File: src/rtl/subleq_uart_pkg.sv
// -----------------------------------------------------------------------------
// subleq_uart_pkg
// Shared definitions for the SUBLEQ UART blocks (receiver now, transmitter
// later): byte width, default bit-period divider for 50 MHz / 115200 baud,
// the receiver state encoding, and an even-parity helper.
// -----------------------------------------------------------------------------
package subleq_uart_pkg;

    localparam int BYTE_W      = 8;
    localparam int DEFAULT_DIV = 434;   // 50_000_000 / 115_200, rounded

    typedef enum logic [2:0] {
        ST_IDLE,
        ST_START,
        ST_DATA,
        ST_PARITY,
        ST_STOP,
        ST_BREAK
    } rx_state_t;

    // Even parity: the parity bit that makes the total count of ones even.
    function automatic logic even_parity(input logic [BYTE_W-1:0] d);
        return ^d;
    endfunction

endpackage

File: src/rtl/uart_rx_if.sv
// -----------------------------------------------------------------------------
// uart_rx_if
// Byte handshake and error-pulse bundle between uart_rx and its consumer.
//   rx_data    : byte at FIFO head, meaningful only while rx_valid=1
//   rx_valid   : receive FIFO not empty
//   rx_ready   : consumer takes the head byte on rx_valid & rx_ready
//   frame_err  : one-cycle pulse, stop bit sampled low
//   overrun    : one-cycle pulse, completed byte dropped (FIFO full)
//   parity_err : one-cycle pulse, parity mismatch (parity builds only)
// Modports: master = receiver side, slave = consumer side.
// -----------------------------------------------------------------------------
import subleq_uart_pkg::*;

interface uart_rx_if;
    logic [BYTE_W-1:0] rx_data;
    logic              rx_valid;
    logic              rx_ready;
    logic              frame_err;
    logic              overrun;
    logic              parity_err;

    modport master (
        output rx_data,
        output rx_valid,
        input  rx_ready,
        output frame_err,
        output overrun,
        output parity_err
    );

    modport slave (
        input  rx_data,
        input  rx_valid,
        output rx_ready,
        input  frame_err,
        input  overrun,
        input  parity_err
    );
endinterface

File: src/rtl/uart_rx_fifo.sv
// -----------------------------------------------------------------------------
// uart_rx_fifo
// Small synchronous FIFO with push/pop/full/empty/count, shared by the UART
// receive path and (later) the transmit path.
//   clk, rst_n          : clock, asynchronous active-low reset
//   push, push_data     : write request and data (ignored while full unless
//                         a pop happens in the same cycle)
//   pop                 : read request (ignored while empty)
//   rd_data             : head entry, mem[rd_ptr]
//   full, empty, count  : occupancy status
// DEPTH must be a power of two so the pointers wrap naturally.
// -----------------------------------------------------------------------------
module uart_rx_fifo #(
    parameter int DEPTH = 4,
    parameter int WIDTH = 8
) (
    input  logic                       clk,
    input  logic                       rst_n,
    input  logic                       push,
    input  logic [WIDTH-1:0]           push_data,
    input  logic                       pop,
    output logic [WIDTH-1:0]           rd_data,
    output logic                       full,
    output logic                       empty,
    output logic [$clog2(DEPTH):0]     count
);
    localparam int AW = $clog2(DEPTH);
    localparam int CW = AW + 1;

    logic [WIDTH-1:0] mem [DEPTH];
    logic [AW-1:0]    wr_ptr;
    logic [AW-1:0]    rd_ptr;
    logic             do_push;
    logic             do_pop;

    assign full    = (count == CW'(DEPTH));
    assign empty   = (count == '0);
    assign do_pop  = pop & ~empty;
    // A pop in the same cycle frees the slot, so a push into a full FIFO is
    // still accepted in that case.
    assign do_push = push & (~full | do_pop);
    assign rd_data = mem[rd_ptr];

    always_ff @(posedge clk or negedge rst_n) begin
        if (!rst_n) begin
            wr_ptr <= '0;
            rd_ptr <= '0;
            count  <= '0;
            for (int i = 0; i < DEPTH; i++) begin
                mem[i] <= '0;
            end
        end else begin
            if (do_push) begin
                mem[wr_ptr] <= push_data;
                wr_ptr      <= wr_ptr + 1'b1;
            end
            if (do_pop) begin
                rd_ptr <= rd_ptr + 1'b1;
            end
            case ({do_push, do_pop})
                2'b10:   count <= count + 1'b1;
                2'b01:   count <= count - 1'b1;
                default: count <= count;
            endcase
        end
    end
endmodule

File: src/rtl/uart_rx.sv
// -----------------------------------------------------------------------------
// uart_rx
// Serial receiver for the SUBLEQ core's I/O path. Synchronises the raw rx
// line, deframes 8N1 characters (LSB first) by sampling at mid-bit, buffers
// bytes in uart_rx_fifo and offers them over a valid/ready handshake.
//   clk    : system clock
//   rst_n  : asynchronous active-low reset
//   rx     : raw serial line, asynchronous, idles high
//   bus    : uart_rx_if.master (rx_data/rx_valid/rx_ready, error pulses)
// Parameters: DIV clocks per bit (4..65535), FIFO_DEPTH (power of two, 2..16).
// Build option: define UART_RX_PARITY_EN for 8E1 framing with parity_err;
// without it the format is 8N1 and parity_err is constant 0.
// -----------------------------------------------------------------------------
import subleq_uart_pkg::*;

module uart_rx #(
    parameter int DIV        = DEFAULT_DIV,
    parameter int FIFO_DEPTH = 4
) (
    input  logic       clk,
    input  logic       rst_n,
    input  logic       rx,
    uart_rx_if.master  bus
);
    localparam logic [15:0] HALF_DIV = 16'(DIV / 2);
    localparam logic [15:0] FULL_DIV = 16'(DIV - 1);
    localparam int          CW       = $clog2(FIFO_DEPTH) + 1;

    logic              rx_sync_p0;
    logic              rx_sync_p1;
    logic              rxs;

    rx_state_t         state;
    logic [15:0]       baud_cnt;
    logic [2:0]        bit_cnt;
    logic [BYTE_W-1:0] shift;
    logic              expire;

    logic              push_req;
    logic [BYTE_W-1:0] push_byte;
    logic              frame_err_r;
    logic              overrun_r;

    logic [BYTE_W-1:0] fifo_head;
    logic              fifo_full;
    logic              fifo_empty;
    logic [CW-1:0]     fifo_count;
    logic              pop;

`ifdef UART_RX_PARITY_EN
    logic              par_ok;
    logic              parity_err_r;
`endif

    // Stage p0/p1: two-flop synchroniser, preset to the idle level.
    always_ff @(posedge clk or negedge rst_n) begin
        if (!rst_n) begin
            rx_sync_p0 <= 1'b1;
            rx_sync_p1 <= 1'b1;
        end else begin
            rx_sync_p0 <= rx;
            rx_sync_p1 <= rx_sync_p0;
        end
    end

    assign rxs    = rx_sync_p1;
    assign expire = (baud_cnt == '0);

    // Deframing FSM: all decisions on rxs, outputs registered.
    always_ff @(posedge clk or negedge rst_n) begin
        if (!rst_n) begin
            state       <= ST_IDLE;
            baud_cnt    <= '0;
            bit_cnt     <= '0;
            shift       <= '0;
            push_req    <= 1'b0;
            push_byte   <= '0;
            frame_err_r <= 1'b0;
`ifdef UART_RX_PARITY_EN
            par_ok       <= 1'b0;
            parity_err_r <= 1'b0;
`endif
        end else begin
            push_req    <= 1'b0;
            frame_err_r <= 1'b0;
`ifdef UART_RX_PARITY_EN
            parity_err_r <= 1'b0;
`endif
            case (state)
                ST_IDLE: begin
                    if (!rxs) begin
                        baud_cnt <= HALF_DIV;
                        state    <= ST_START;
                    end
                end
                ST_START: begin
                    if (expire) begin
                        if (rxs) begin
                            // Low pulse shorter than half a bit: glitch.
                            state <= ST_IDLE;
                        end else begin
                            baud_cnt <= FULL_DIV;
                            bit_cnt  <= '0;
                            state    <= ST_DATA;
                        end
                    end else begin
                        baud_cnt <= baud_cnt - 1'b1;
                    end
                end
                ST_DATA: begin
                    if (expire) begin
                        shift    <= {rxs, shift[BYTE_W-1:1]};
                        baud_cnt <= FULL_DIV;
                        bit_cnt  <= bit_cnt + 1'b1;
                        if (bit_cnt == 3'd7) begin
`ifdef UART_RX_PARITY_EN
                            state <= ST_PARITY;
`else
                            state <= ST_STOP;
`endif
                        end
                    end else begin
                        baud_cnt <= baud_cnt - 1'b1;
                    end
                end
`ifdef UART_RX_PARITY_EN
                ST_PARITY: begin
                    if (expire) begin
                        par_ok   <= (rxs == even_parity(shift));
                        baud_cnt <= FULL_DIV;
                        state    <= ST_STOP;
                    end else begin
                        baud_cnt <= baud_cnt - 1'b1;
                    end
                end
`endif
                ST_STOP: begin
                    if (expire) begin
                        if (rxs) begin
                            state <= ST_IDLE;
`ifdef UART_RX_PARITY_EN
                            if (par_ok) begin
                                push_req  <= 1'b1;
                                push_byte <= shift;
                            end else begin
                                parity_err_r <= 1'b1;
                            end
`else
                            push_req  <= 1'b1;
                            push_byte <= shift;
`endif
                        end else begin
                            // Framing error wins over parity; byte dropped.
                            frame_err_r <= 1'b1;
                            state       <= ST_BREAK;
                        end
                    end else begin
                        baud_cnt <= baud_cnt - 1'b1;
                    end
                end
                ST_BREAK: begin
                    // Hold off until the line returns high so a stuck-low
                    // line does not retrigger a new frame.
                    if (rxs) begin
                        state <= ST_IDLE;
                    end
                end
                default: state <= ST_IDLE;
            endcase
        end
    end

    assign pop = bus.rx_ready & ~fifo_empty;

    // Push stage: byte into FIFO, or overrun if no room this cycle.
    always_ff @(posedge clk or negedge rst_n) begin
        if (!rst_n) begin
            overrun_r <= 1'b0;
        end else begin
            overrun_r <= push_req & fifo_full & ~pop;
        end
    end

    uart_rx_fifo #(
        .DEPTH (FIFO_DEPTH),
        .WIDTH (BYTE_W)
    ) u_fifo (
        .clk       (clk),
        .rst_n     (rst_n),
        .push      (push_req),
        .push_data (push_byte),
        .pop       (pop),
        .rd_data   (fifo_head),
        .full      (fifo_full),
        .empty     (fifo_empty),
        .count     (fifo_count)
    );

    assign bus.rx_data   = fifo_head;
    assign bus.rx_valid  = (fifo_count != '0);
    assign bus.frame_err = frame_err_r;
    assign bus.overrun   = overrun_r;
`ifdef UART_RX_PARITY_EN
    assign bus.parity_err = parity_err_r;
`else
    assign bus.parity_err = 1'b0;
`endif

endmodule

File: src/flat_wrapper.sv
// flat-port wrapper written by rule: the top's interface ports become plain ports
module uart_rx_flat 
#(
    parameter int DIV        = DEFAULT_DIV,
    parameter int FIFO_DEPTH = 4
)
  (clk, rst_n, rx, bus_rx_data, bus_rx_valid, bus_rx_ready, bus_frame_err, bus_overrun, bus_parity_err);
  uart_rx_if bus_i ();
  input  logic clk;
  input  logic rst_n;
  input  logic rx;
  output wire logic [$bits(bus_i.rx_data)-1:0] bus_rx_data;
  output wire logic [$bits(bus_i.rx_valid)-1:0] bus_rx_valid;
  input wire logic [$bits(bus_i.rx_ready)-1:0] bus_rx_ready;
  output wire logic [$bits(bus_i.frame_err)-1:0] bus_frame_err;
  output wire logic [$bits(bus_i.overrun)-1:0] bus_overrun;
  output wire logic [$bits(bus_i.parity_err)-1:0] bus_parity_err;
  assign bus_rx_data = bus_i.rx_data;
  assign bus_rx_valid = bus_i.rx_valid;
  assign bus_i.rx_ready = bus_rx_ready;
  assign bus_frame_err = bus_i.frame_err;
  assign bus_overrun = bus_i.overrun;
  assign bus_parity_err = bus_i.parity_err;
  uart_rx #(.DIV(DIV), .FIFO_DEPTH(FIFO_DEPTH)) u_core (.clk(clk), .rst_n(rst_n), .rx(rx), .bus(bus_i));
endmodule
File: config.mk
export PLATFORM = sky130hd
export DESIGN_NAME = uart_rx_flat
export DESIGN_NICKNAME = d
export VERILOG_FILES = /design/src/rtl/subleq_uart_pkg.sv /design/src/rtl/uart_rx_if.sv /design/src/rtl/uart_rx_fifo.sv /design/src/rtl/uart_rx.sv /design/src/flat_wrapper.sv
export SDC_FILE = /design/constraint.sdc
export NUM_CORES = 1
export LEC_CHECK = 0
export BUFFER_PORTS_ARGS = -buffer_cell sky130_fd_sc_hd__buf_2
export CAP_MARGIN = 15
export CORE_UTILIZATION = 65
export DETAILED_ROUTE_END_ITERATION = 8
export PLACE_DENSITY = 0.83
export SYNTH_ARGS = -nofsm -noshare
export SYNTH_HDL_FRONTEND = slang
export SYNTH_SLANG_ARGS = --single-unit
File: constraint.sdc
create_clock -name clk -period 3.8 [get_ports clk]
set_clock_uncertainty 0.2 [all_clocks]
set_input_delay 0.76 -clock clk [delete_from_list [all_inputs] [get_ports clk]]
set_output_delay 0.76 -clock clk [all_outputs]
set_load 0.03 [all_outputs]
# --- Yosys cells after proc, flatten, opt, wreduce, memory -nomap -nowiden ---
# Cells that the tools add are included.
word_totals:
  output_inout_bits: 12
  word_cells: 99
  register_bits: 82
  inputBits: 4
classes:
  order_cmp: 3
  bitwise: 11
  eq_ne: 17
  n_mux: 32
  reduce_logical: 13
  addsub: 6
ops:
  columns: ["cell", "count"]
  rows:
  - ["16-bit 2-to-1 mux", 5]
  - ["16-bit case mux with 4 select lines", 1]
  - ["32-bit bitwise mux", 1]
  - ["3-bit 2-to-1 mux", 10]
  - ["8-bit 2-to-1 mux", 3]
  - ["8-bit binary-select mux with 2-bit select", 1]
  - ["8-bit demux with 2-bit select", 1]
  - ["16-bit logical NOT", 1]
  - ["16-bit by 1-bit subtractor with 16-bit output, second input constant", 1]
  - ["3-bit case mux with 5 select lines", 1]
  - ["3-bit == test, second input constant", 4]
  - ["3-bit case mux with 2 select lines", 2]
  - ["2-bit by 1-bit inequality test with 1-bit output, second input constant", 5]
  - ["4-bit AND reduction", 2]
  - ["3-bit by 1-bit adder with 3-bit output, second input constant", 2]
  - ["3-bit greater-or-equal comparator, second input constant", 2]
  - ["3-bit logical NOT", 2]
  - ["1-bit 2-to-1 mux", 6]
  - ["2-bit inequality test, second input constant", 3]
  - ["2-bit inverter with 3-bit output", 2]
  - ["6-bit AND reduction", 1]
  - ["1-bit AND", 5]
  - ["2-bit by 1-bit adder with 2-bit output, second input constant", 2]
  - ["2-bit nonzero test", 2]
  - ["other kinds (15)", 17]

# --- Logic depth before layout (Yosys ltp) ---
# Gate-level depths: netlist of the first run.
logic_depth:
  ltp_word: 8
  ltp_mapped: 10
  ltp_nobuf: 9

# --- Hierarchy ---
# Synthesis of the first run repeated with hierarchy kept, for this count alone.
unflattened:
  hier_cells: 317
  hier_area_um2: 3963.8
modules_own_cells:
  columns: ["module", "area_per_inst_um2", "cells_each", "seq_area_each_um2", "n_inst"]
  rows:
  - ["uart_rx", 2162.1, 202, 1078.5, 1]
  - ["uart_rx_fifo", 1801.7, 115, 975.9, 1]

# --- Least setup slack after synthesis of the first run ---
# Ideal clock, no wire load.
synth_timing:
  path_type: "input-to-reg"
  startpoint: "input port bus_rx_ready"
  endpoint: "register u_core.u_fifo.count[2]"
  path_stages: 10
  slack_ps: 1214
  arrival_time_ps: 2307
  path_cell_list: "nor4b_1 -> nor2b_1 -> clkbuf_1 -> inv_1 -> ha_1 -> inv_1 -> fa_1 -> xor2_1 -> nor2_1 -> xor2_1"
synth_via:
  elab_chain_cells: 6
  word_cells_on_any_way: 8
  cone_classes: "eq/ne: 2; mux: 1; bitwise: 4; reduce/logical: 1"
synth_lines:
  columns: ["item", "line_no", "rtl"]
  rows:
  - ["start, declared", "flat_wrapper.sv:14", "input wire logic [$bits(bus_i.rx_ready)-1:0] bus_rx_ready;"]
  - ["1-bit AND *", "uart_rx.sv:173", "assign pop = bus.rx_ready & ~fifo_empty;"]
  - ["1-bit AND *", "uart_rx_fifo.sv:38", "assign do_pop = pop & ~empty;"]
  - ["1-bit OR", "uart_rx_fifo.sv:41", "assign do_push = push & (~full | do_pop);"]
  - ["1-bit AND", "uart_rx_fifo.sv:41", null]
  - ["2-bit by 1-bit == test with 1-bit output or 2-bit == test (tied branches)", "uart_rx_fifo.sv:60", "case ({do_push, do_pop})"]
  - ["3-bit case mux with 2 select lines or 2-bit nonzero test (tied branches)", null, null]
  - ["end signal, assigned", "uart_rx_fifo.sv:61", "2'b10: count <= count + 1'b1;"]
  - ["end signal, assigned", "uart_rx_fifo.sv:62", "2'b01: count <= count - 1'b1;"]
  - ["end signal, assigned", "uart_rx_fifo.sv:63", "default: count <= count;"]
  - ["end, declared", "uart_rx_fifo.sv:25", "output logic [$clog2(DEPTH):0] count"]
# Every way passes the cells marked *; elsewhere a longest branch is shown, timed or not.
# A chain may end at the register's enable or synchronous reset.

# --- Worst setup path in the final report of the first run ---
layout_timing:
  startpoint: "register u_core.u_fifo.rd_ptr[0]"
  endpoint: "output port bus_rx_data[0]"
layout_via:
  elab_chain_cells: 4
layout_lines:
  columns: ["item", "line_no", "rtl"]
  rows:
  - ["start, declared", "uart_rx_fifo.sv:32", "logic [AW-1:0] rd_ptr;"]
  - ["start signal, assigned", "uart_rx_fifo.sv:58", "rd_ptr <= rd_ptr + 1'b1;"]
  - ["2-bit inverter with 3-bit output (not written as such)", "uart_rx_fifo.sv:42", "assign rd_data = mem[rd_ptr];"]
  - ["8-bit binary-select mux with 2-bit select", "uart_rx_fifo.sv:42", null]
  - ["8-bit 2-to-1 mux (not written as such) (2 in a row)", "uart_rx_fifo.sv:42", null]
  - ["end, declared", "flat_wrapper.sv:12", "output wire logic [$bits(bus_i.rx_data)-1:0] bus_rx_data;"]
# Every way passes these cells. The select of a mux whose other input is x is not followed.

==> PnR_summary.wiki, run 1 <==
{| class="wikitable"
! Metric !! Value
|-
| Run status || finished clean
|-
| Total grt overflow || 0
|-
| Total number of H-tree levels || 3
|-
| Sum of buffers and inverters on the critical path || 1
|-
| Global-route wire length before repair || 11700 µm
|-
| Ports placed on the boundary || 16
|-
| Max-cap viol count || 0
|-
| Total routing usage reported by global routing || 24.8%
|-
| Placed wire-length estimate || 4640 µm
|-
| CTS hold repair buffers || 0
|-
| Number of iterations in the first detailed-routing pass || 4
|-
| Port Buffer Count || 14
|-
| Total wire length || 6860 µm
|-
| Final worst path period share || 73.8%
|-
| End point of the worst hold path || u_core.rx_sync_p1$_DFF_PN1_
|-
| Weighted congestion at the end of routability-driven global placement || 0.857
|-
| Hold WC Path Type || reg -> reg
|-
| Count of standard-cell rows || 27
|-
| Maximum number of buffers from clock root to sink || 2
|-
| Number of cells produced by synthesis || 321
|-
| Final sum of negative setup slack || 0 ns
|-
| Antenna-violating nets left || 0
|-
| Cell count of the worst hold path || 0
|-
| Share of synthesized registers carrying an async set or reset || 100%
|-
| Netlist area before placement || 3910 µm²
|-
| Post-cts repair resize count || 0
|-
| Relative contribution of combinational cells to total power || 8.5%
|-
| Worst Max-Slew Pin Slew || 0.979 ns
|-
| Worst reg2reg startpoint || u_core.baud_cnt[0]$_DFFE_PN0P_
|-
| Final Util || 74.7%
|-
| Root Buffer Master || sky130_fd_sc_hd__clkbuf_8
|-
| Required time reported for the critical path endpoint || 2.84 ns
|-
| Later-pin clock latency in the skew report || 0.35 ns
|-
| Switching power summed over all nets || 428 µW
|-
| Internal || 1.32 mW
|-
| Proportion of power drawn by flip-flops and latches || 55.3%
|-
| Pin count of the biggest net entering global routing || 83
|-
| Final count of hold timing violations || 0
|-
| Average via count per standard cell || 6.04
|-
| Leakage power of the design || 2.02 nW
|-
| Final Max Slew Viols || 0
|-
| Routed wirelength normalized by instance count || 16.7 µm
|-
| Area occupied by registers || 2050 µm²
|-
| Num Clock Sinks || 82
|-
| Crit-path leading delay family || flip-flops
|-
| Effective utilization at floorplan || 69.3%
|-
| First DRT Iteration DRCs || 156
|-
| Arrival time worst endpoint || 1.84 ns
|-
| Buffers inserted by post-CTS timing repair || 0
|-
| Sequential-to-total area share from yosys stat || 52.6%
|-
| Slack of the worst reg-to-reg path || 1.16 ns
|-
| Number of flip-flops and latches in the synthesized netlist || 82
|-
| Dominant synthesized flop cell || sky130_fd_sc_hd__dfrtp_1
|-
| Maximum vdd ir drop || 0.355 mV
|-
| RSZ-0062 raised after global routing || no
|-
| Number of DRC violations after detailed routing || 0
|-
| Slew headroom || 34.7%
|-
| Number of enable flip-flop cells after synthesis || 0
|-
| Clock network fraction of design power || 36.1%
|-
| CP max stage delay || 0.71 ns
|-
| Worst Path Class, Setup || reg -> out
|-
| Syn-to-layout area delta || 7.87%
|-
| Floorplan Core Area || 5640 µm²
|-
| Number of nets in the layout || 348
|-
| Routed via count || 2482
|-
| Area used by multi-input combinational logic || 1720 µm²
|-
| Via count of the first global-routing pass || 2482
|-
| Power density over the cells || 415 nW/µm²
|-
| Number of failing setup endpoints in the final timing report || 0
|-
| Clock transition at path regs || 0.07 ns
|-
| Die ar. || 6330 µm²
|-
| Total inserted antenna cells || 0
|-
| Startpoint kind of the worst setup timing path || register
|-
| Worst Path Max Fanout || 10
|-
| Ordered cell list for the critical path || mux4_2 -> buf_2
|-
| TritonCTS buffer count || 9
|-
| Fraction of layout instances using a drive strength above 1 || 27.4%
|-
| Final critical-path required period || 2.80 ns
|-
| Length in cells of the worst reg-to-reg path || 7
|-
| Net count of the mapped netlist || 335
|-
| Endpoint of the worst-slack reg-to-reg timing path || u_core.shift[4]$_DFFE_PN0P_
|-
| Mean post-synth cell area || 12.2 µm²
|-
| Switching part of the total power || 24.4%
|-
| Fillers || 383
|-
| Die width || 79.5 µm
|-
| Fmax || 357 MHz
|-
| Number of distinct library cell variants in the gate-level netlist after synthesis || 54
|-
| Clock tree from TritonCTS || built
|-
| Die height || 79.5 µm
|-
| Endpoint class of the critical path || output pin
|-
| Initial antenna violation count || 0
|-
| Syn. warnings || 0
|-
| Slowest CP cell || sky130_fd_sc_hd__dfrtp_1
|-
| Beginning of the worst hold path || u_core.rx_sync_p0$_DFF_PN1_
|}
==> sequential cells by signal (all words and copies together), names as in the netlist <==
name	count
u_core.u_fifo.count	3
u_core.u_fifo.mem	32
u_core.rx_sync_p1	1
u_core.shift	8
u_core.baud_cnt	16
u_core.u_fifo.rd_ptr	2
u_core.bus.frame_err	1
u_core.rx_sync_p0	1
u_core.bus.overrun	1
u_core.push_req	1
u_core.push_byte	8
u_core.state	3
u_core.bit_cnt	3
u_core.u_fifo.wr_ptr	2
==> how the worst max path moves through the flow <==
| stage | start | endpoint | slack (ns) | depth (start not counted) |
|---|---|---|---|---|
| CTS | u_core.u_fifo.rd_ptr[0]$_DFFE_PN0P_ | bus_rx_data[0] | 0.94 | 2 |
| detailed placement | bus_rx_ready | u_core.u_fifo.count[2]$_DFFE_PN0P_ | 1.04 | 10 |
| floorplan | bus_rx_ready | u_core.u_fifo.count[2]$_DFFE_PN0P_ | 1.21 | 10 |
| global placement | bus_rx_ready | u_core.u_fifo.count[2]$_DFFE_PN0P_ | 1.10 | 10 |
| global route | u_core.u_fifo.rd_ptr[0]$_DFFE_PN0P_ | bus_rx_data[0] | 0.89 | 2 |
| finish | u_core.u_fifo.rd_ptr[0]$_DFFE_PN0P_ | bus_rx_data[0] | 1.0 | 2 |
==> final cells by class <==
| cell class | count | share of cell area [%] |
|---|---|---|
| inverter | 14 | 1.25 |
| tap | 72 | 2.14 |
| timing repair buffer | 17 | 2.26 |
| multi-input combinational | 210 | 40.9 |
| clock buffer | 14 | 3.86 |
| clock inverter | 2 | 0.890 |
| sequential | 82 | 48.7 |
==> worst register-to-register path, cell delays in order (launching register included) <==
cell and delay [ns]:
sky130_fd_sc_hd__dfrtp_1 0.39, sky130_fd_sc_hd__inv_1 0.12, sky130_fd_sc_hd__ha_1 0.17, sky130_fd_sc_hd__nor4b_1 0.38, sky130_fd_sc_hd__and4_1 0.24, sky130_fd_sc_hd__buf_4 0.19, sky130_fd_sc_hd__nand3_1 0.41, sky130_fd_sc_hd__mux2_2 0.43
==> synthesized netlist by cell type (all sizes together), types with 3 or more instances <==
cell / number / area share [%]
dfrtp: 80 / 51
mux2: 48 / 14
nor2: 21 / 2.0
nand2: 18 / 1.7
o21ai: 17 / 2.3
inv: 14 / 1.3
a21oi: 12 / 1.5
nand3: 10 / 1.6
buf: 9 / 1.4
ha: 9 / 2.9
mux4: 8 / 4.6
nor3: 8 / 1.0
clkbuf: 6 / 0.58
a32oi: 4 / 0.90
mux2i: 4 / 1.0
or3: 4 / 0.64
xnor2: 4 / 0.90
xor2: 4 / 0.90
a31oi: 3 / 0.48
and3: 3 / 0.48
nand4: 3 / 0.48
==> placed cells by master (no fill, tap or decap), types with 4 or more instances in the layout <==
cell type / instances
sky130_fd_sc_hd__ha_1: 9
sky130_fd_sc_hd__nor3_1: 8
sky130_fd_sc_hd__dfrtp_1: 80
sky130_fd_sc_hd__or3_1: 4
sky130_fd_sc_hd__nand2_1: 18
sky130_fd_sc_hd__o21ai_0: 15
sky130_fd_sc_hd__mux2_2: 48
sky130_fd_sc_hd__buf_2: 13
sky130_fd_sc_hd__mux4_2: 8
sky130_fd_sc_hd__inv_1: 14
sky130_fd_sc_hd__clkbuf_8: 11
sky130_fd_sc_hd__mux2i_1: 4
sky130_fd_sc_hd__xnor2_1: 4
sky130_fd_sc_hd__xor2_1: 4
sky130_fd_sc_hd__nor2_1: 21
sky130_fd_sc_hd__a32oi_1: 4
sky130_fd_sc_hd__buf_4: 4
sky130_fd_sc_hd__a21oi_1: 12
sky130_fd_sc_hd__nand3_1: 9
==> cells by family (layout without fill, tap and decap cells) <==
family	count (synthesis)	in the layout	share of synthesized area (%)
flops	82	82	52.6
other cells	1	1	0.0959
fa+ha+maj	10	10	3.39
buf+inv	29	47	3.33
mux	60	60	19.5
simple gates	80	80	10.9
compound gates	51	51	8.48
xor+xnor	8	8	1.79
==> metrics by stage <==
stage	std cells	power [mW]	setup WS (ns)	hold slack, ns	instance area (µm²)
CTS	411	1.77	0.943	0.160	4220
detailed placement	395	1.14	1.04	0.149	4020
global route	411	1.83	0.890	0.161	4220
floorplan	321	1.09	1.21	0.145	3910
global placement	395	1.13	1.10	0.149	4020
finish	411	1.75	0.996	0.158	4220
==> power by group through the flow <==
stage	clock network (mW)	registers [mW]	logic (mW)
after detailed placement	0	0.989	0.153
after floorplan	0	0.933	0.159
final	0.633	0.969	0.149
after global placement	0	0.985	0.145
after CTS	0.645	0.972	0.153
after global routing	0.682	0.977	0.169
==> layer usage <==
metal  vias to the layer above  global-route usage, %  share of wire [%]
met4                         0                   11.3                1.8
met1                      1228                   31.7                 46
li1                       1190                      -                  -
met3                        16                   4.23                3.4
met5                         -                      0                  0
met2                        48                   41.3                 49
Note: power is estimated with default switching activity, not from simulation.
==> run 2, diff against run 1 <==
Settings changed: ABC_AREA set to 1, CORE_UTILIZATION 65 to 56, PLACE_DENSITY 0.83 to 0.76.
Clock period 3.8 ns to 2.3 ns, I/O delays scaled along.
==> run 2 against run 1 <==
  * Wire length up 19%
  * Clock power up 90%
  * Utilization down 10 points
  * Non-clock buffer count up 8
==> PnR_summary.wiki, run 2 <==
{| class="wikitable"
! Metric !! Value
|-
| Run status || finished clean
|-
| Final Max Slew Viols || 0 (unchanged)
|-
| Largest area contributor in the netlist || sky130_fd_sc_hd__dfrtp_1
|-
| Total wire length || 8160 µm (+19%)
|-
| Startpoint kind of the worst setup timing path || register
|-
| Number of DRC violations after detailed routing || 0 (unchanged)
|-
| Worst reg2reg startpoint || u_core.baud_cnt[0]$_DFFE_PN0P_
|-
| Die height || 88.4 µm (+11%)
|-
| Required time reported for the critical path endpoint || 1.64 ns (-1.20 ns)
|-
| Area used by multi-input combinational logic || 1870 µm² (+8.6%)
|-
| Met2 usage in global routing || 36.4% (-4.8 points)
|-
| Die ar. || 7820 µm² (+24%)
|-
| Area occupied by registers || 2060 µm² (+0.12%)
|-
| Endpoint of the worst-slack reg-to-reg timing path || u_core.baud_cnt[0]$_DFFE_PN0P_
|-
| Fmax || 458 MHz
|-
| Length in cells of the worst reg-to-reg path || 9 (+2)
|-
| Number of iterations in the first detailed-routing pass || 4 (unchanged)
|-
| Maximum number of buffers from clock root to sink || 2 (unchanged)
|-
| Dominant synthesized flop cell || sky130_fd_sc_hd__dfrtp_1
|-
| Crit-path leading delay family || flip-flops
|-
| RSZ-0062 raised after global routing || no
|-
| Initial antenna violation count || 0 (unchanged)
|-
| Number of cells produced by synthesis || 458 (+43%)
|-
| Place WS || 0.162 ns (-0.881 ns)
|-
| Commonest non-fill, non-tap cell in the layout || sky130_fd_sc_hd__nand2_1
|-
| Final total power || 3.65 mW (+110%)
|-
| Average via count per standard cell || 5.31 (-12%)
|-
| Ranking of synthesized cells by instance count || sky130_fd_sc_hd__nand2_1, sky130_fd_sc_hd__dfrtp_1, sky130_fd_sc_hd__nor2_1, sky130_fd_sc_hd__inv_1, sky130_fd_sc_hd__mux2_2
|-
| Beginning of the worst hold path || u_core.rx_sync_p0$_DFF_PN1_
|-
| Floorplan Core Area || 7250 µm² (+29%)
|-
| Met3 track demand over resource in global routing || 3.36% (-0.87 points)
|-
| Maximum vdd ir drop || 0.358 mV (+0.83%)
|-
| Biggest regs || u_core.u_fifo.mem: 32 flops, u_core.baud_cnt: 16 flops
|-
| Final critical-path required period || 2.18 ns
|-
| End point of the worst hold path || u_core.rx_sync_p1$_DFF_PN1_
|-
| Total routing usage reported by global routing || 22.3% (-2.4 points)
|-
| Final sum of negative setup slack || 0 ns (unchanged)
|-
| Post-placement cell count || 572 (+45%)
|-
| Top register by number of flip-flops || u_core.u_fifo.mem
|-
| Routed wirelength normalized by instance count || 13.8 µm (-17%)
|-
| Total grt overflow || 0 (unchanged)
|-
| Net count of the mapped netlist || 472 (+41%)
|-
| Slowest CP cell || sky130_fd_sc_hd__dfrtp_2
|-
| Placed wire-length estimate || 5600 µm (+21%)
|-
| Arrival time worst endpoint || 1.52 ns (-0.32 ns)
|-
| Total inserted antenna cells || 0 (unchanged)
|-
| Num Clock Sinks || 82 (unchanged)
|-
| Worst Path Max Fanout || 18 (+8)
|-
| Slew headroom || 64.0% (+29 points)
|-
| First DRT Iteration DRCs || 148 (-5.1%)
|-
| Effective utilization at floorplan || 57.7% (-12 points)
|-
| Weighted congestion at the end of routability-driven global placement || 0.925 (+8.0%)
|-
| Worst Path Class, Setup || reg -> out
|-
| Number of distinct library cell variants in the gate-level netlist after synthesis || 35 (-35%)
|-
| Leakage power of the design || 2.36 nW (+17%)
|-
| Syn-to-layout area delta || 11.8%
|-
| Worst Max-Slew Pin Slew || 0.540 ns (-0.439 ns)
|-
| Netlist area before placement || 4180 µm² (+7.0%)
|-
| Number of flip-flops and latches in the synthesized netlist || 82 (unchanged)
|-
| Number of nets in the layout || 501 (+44%)
|-
| Clock transition at path regs || 0.09 ns (+0.02 ns)
|-
| Global-route wire length before repair || 13300 µm (+14%)
|-
| Final count of hold timing violations || 0 (unchanged)
|-
| Mean post-synth cell area || 9.13 µm² (-25%)
|-
| Proportion of netlist area held by the largest area contributor || 47.9% (-3.3 points)
|-
| Ports placed on the boundary || 16 (unchanged)
|-
| Sequential-to-total area share from yosys stat || 49.1% (-3.4 points)
|-
| Most crowded layer after global routing || met2
|-
| Slack of the worst reg-to-reg path || 0.20 ns (-0.96 ns)
|-
| Max-cap viol count || 0 (unchanged)
|-
| Count of standard-cell rows || 31 (+15%)
|-
| Number of enable flip-flop cells after synthesis || 0 (unchanged)
|-
| Clock tree from TritonCTS || built
|-
| Commonest cells after routing, fill and taps aside || sky130_fd_sc_hd__nand2_1, sky130_fd_sc_hd__dfrtp_1, sky130_fd_sc_hd__nor2_1, sky130_fd_sc_hd__inv_1, sky130_fd_sc_hd__mux2_2
|-
| Cell with the most instances after synthesis || sky130_fd_sc_hd__nand2_1
|-
| Later-pin clock latency in the skew report || 0.35 ns (about the same)
|-
| Ordered cell list for the critical path || buf_8 -> o21ai_0 -> o22ai_1 -> clkbuf_4
|-
| Power density over the cells || 781 nW/µm² (+88%)
|-
| Worst setup margin || 0.117 ns (-0.879 ns)
|-
| Final design instance area without fill || 4680 µm² (+11%)
|-
| Die width || 88.4 µm (+11%)
|-
| Syn. warnings || 0 (unchanged)
|-
| Hold WC Path Type || reg -> reg
|-
| Post-route non-filler standard cell count || 591 (+44%)
|-
| Pin count of the biggest net entering global routing || 43 (-48%)
|-
| Number of failing setup endpoints in the final timing report || 0 (unchanged)
|-
| TritonCTS buffer count || 9 (unchanged)
|-
| Final worst path period share || 94.9%
|-
| Total number of H-tree levels || 3 (unchanged)
|-
| Placed Area || 4400 µm² (+9.5%)
|-
| Top cells by area in the synthesized netlist || sky130_fd_sc_hd__dfrtp_1, sky130_fd_sc_hd__nand2_1, sky130_fd_sc_hd__mux2_2, sky130_fd_sc_hd__nor2_1, sky130_fd_sc_hd__inv_1
|-
| Root Buffer Master || sky130_fd_sc_hd__clkbuf_8
|-
| Fraction of layout instances using a drive strength above 1 || 24.0% (-3.4 points)
|-
| Sum of buffers and inverters on the critical path || 2 (+1)
|-
| Routed via count || 3139 (+26%)
|-
| Endpoint class of the critical path || output pin
|-
| Cell count of the worst hold path || 0 (unchanged)
|-
| Antenna-violating nets left || 0 (unchanged)
|-
| Flip-flop count of the largest register after layout || 32 (unchanged)
|-
| CP max stage delay || 0.45 ns (-0.26 ns)
|-
| Port Buffer Count || 14 (unchanged)
|-
| Share of synthesized registers carrying an async set or reset || 100% (unchanged)
|-
| Via count of the first global-routing pass || 2912 (+17%)
|-
| GR Layer Usage met1 || 30.1% (-1.6 points)
|-
| Fillers || 601 (+57%)
|}
-- run 2: changes by cell type after synthesis, sizes merged, moves of 16 or more --
cell,before,now
nand2,18,105
nor2,21,57
mux2,48,32
inv,14,52
nand3,10,31
o21ai,17,41
-- run 2: cell families after synthesis --
logic type / synth area share (%)
compound gates: 8.41
buf+inv: 6.16
other cells: 0.0897
fa+ha+maj: 3.17
mux: 8.62
flops: 49.1
simple gates: 22.7
xor+xnor: 1.68
-- run 2: layout make-up --
cell class	count	area share, %
flip-flops and latches	82	44.0
multi-input cells	316	40.0
inverters	52	4.36
repair buffers	25	3.91
clock buffers	9	2.65
well taps	99	2.65
clock inverters	7	2.25
repair inverters	1	0.161
-- run 2: how the worst max path moves through the flow --
stage,slack (ns),from,end,cells after the start
2_1_floorplan,0.15,u_core.u_fifo.rd_ptr[0]$_DFFE_PN0P_,bus_rx_data[5],5
4_1_cts,0.02,u_core.u_fifo.rd_ptr[0]$_DFFE_PN0P_,bus_rx_data[7],4
5_1_grt,0.01,u_core.u_fifo.count[0]$_DFFE_PN0P_,u_core.u_fifo.count[2]$_DFFE_PN0P_,9
3_5_place_dp,0.16,bus_rx_ready,u_core.u_fifo.count[2]$_DFFE_PN0P_,10
3_3_place_gp,0.22,bus_rx_ready,u_core.u_fifo.count[2]$_DFFE_PN0P_,10
6_report,0.12,u_core.u_fifo.rd_ptr[0]$_DFFE_PN0P_,bus_rx_data[7],4
-- run 2: report_power, final --
| part | internal [mW] | total [mW] | switching [mW] |
|---|---|---|---|
| clock network | 0.631 | 1.20 | 0.574 |
| logic | 0.289 | 0.872 | 0.583 |
| registers | 1.50 | 1.57 | 0.0790 |
-- run 2: worst reg2reg max path, delay by kind of cell (launching register included) --
| family | cells | cell delay (ns) |
|---|---|---|
| DFF | 1 | 0.40 |
| adders and majority gates | 1 | 0.21 |
| buffers and inverters | 2 | 0.31 |
| and+or+nand+nor | 4 | 0.68 |
| AOI/OAI and AO/OA | 2 | 0.21 |
-- run 2: metal layers --
| metal | vias up | share of wire [%] |
|---|---|---|
| li1 | 1551 | - |
| met1 | 1510 | 46 |
| met2 | 70 | 50 |
| met3 | 8 | 3.2 |
| met4 | 0 | 0.88 |
| met5 | - | 0 |
-- run 2: stage by stage --
step | hold slack, ns | util (%)
final | 0.160 | 64.5
after global routing | 0.163 | 64.5
after CTS | 0.161 | 64.1
after detailed placement | 0.148 | 60.6
after global placement | 0.147 | 60.6
after floorplan | -0.0356 | -
-- run 2: timing repair --
action | CTS | global route
hold buffers | 2 | 0
hold endpoints to repair | 41 | 0
gates cloned | 0 | 1
buffers inserted | 0 | 0
gates resized for setup | 2 | 9
endpoints found under the setup margin | 8 | 6
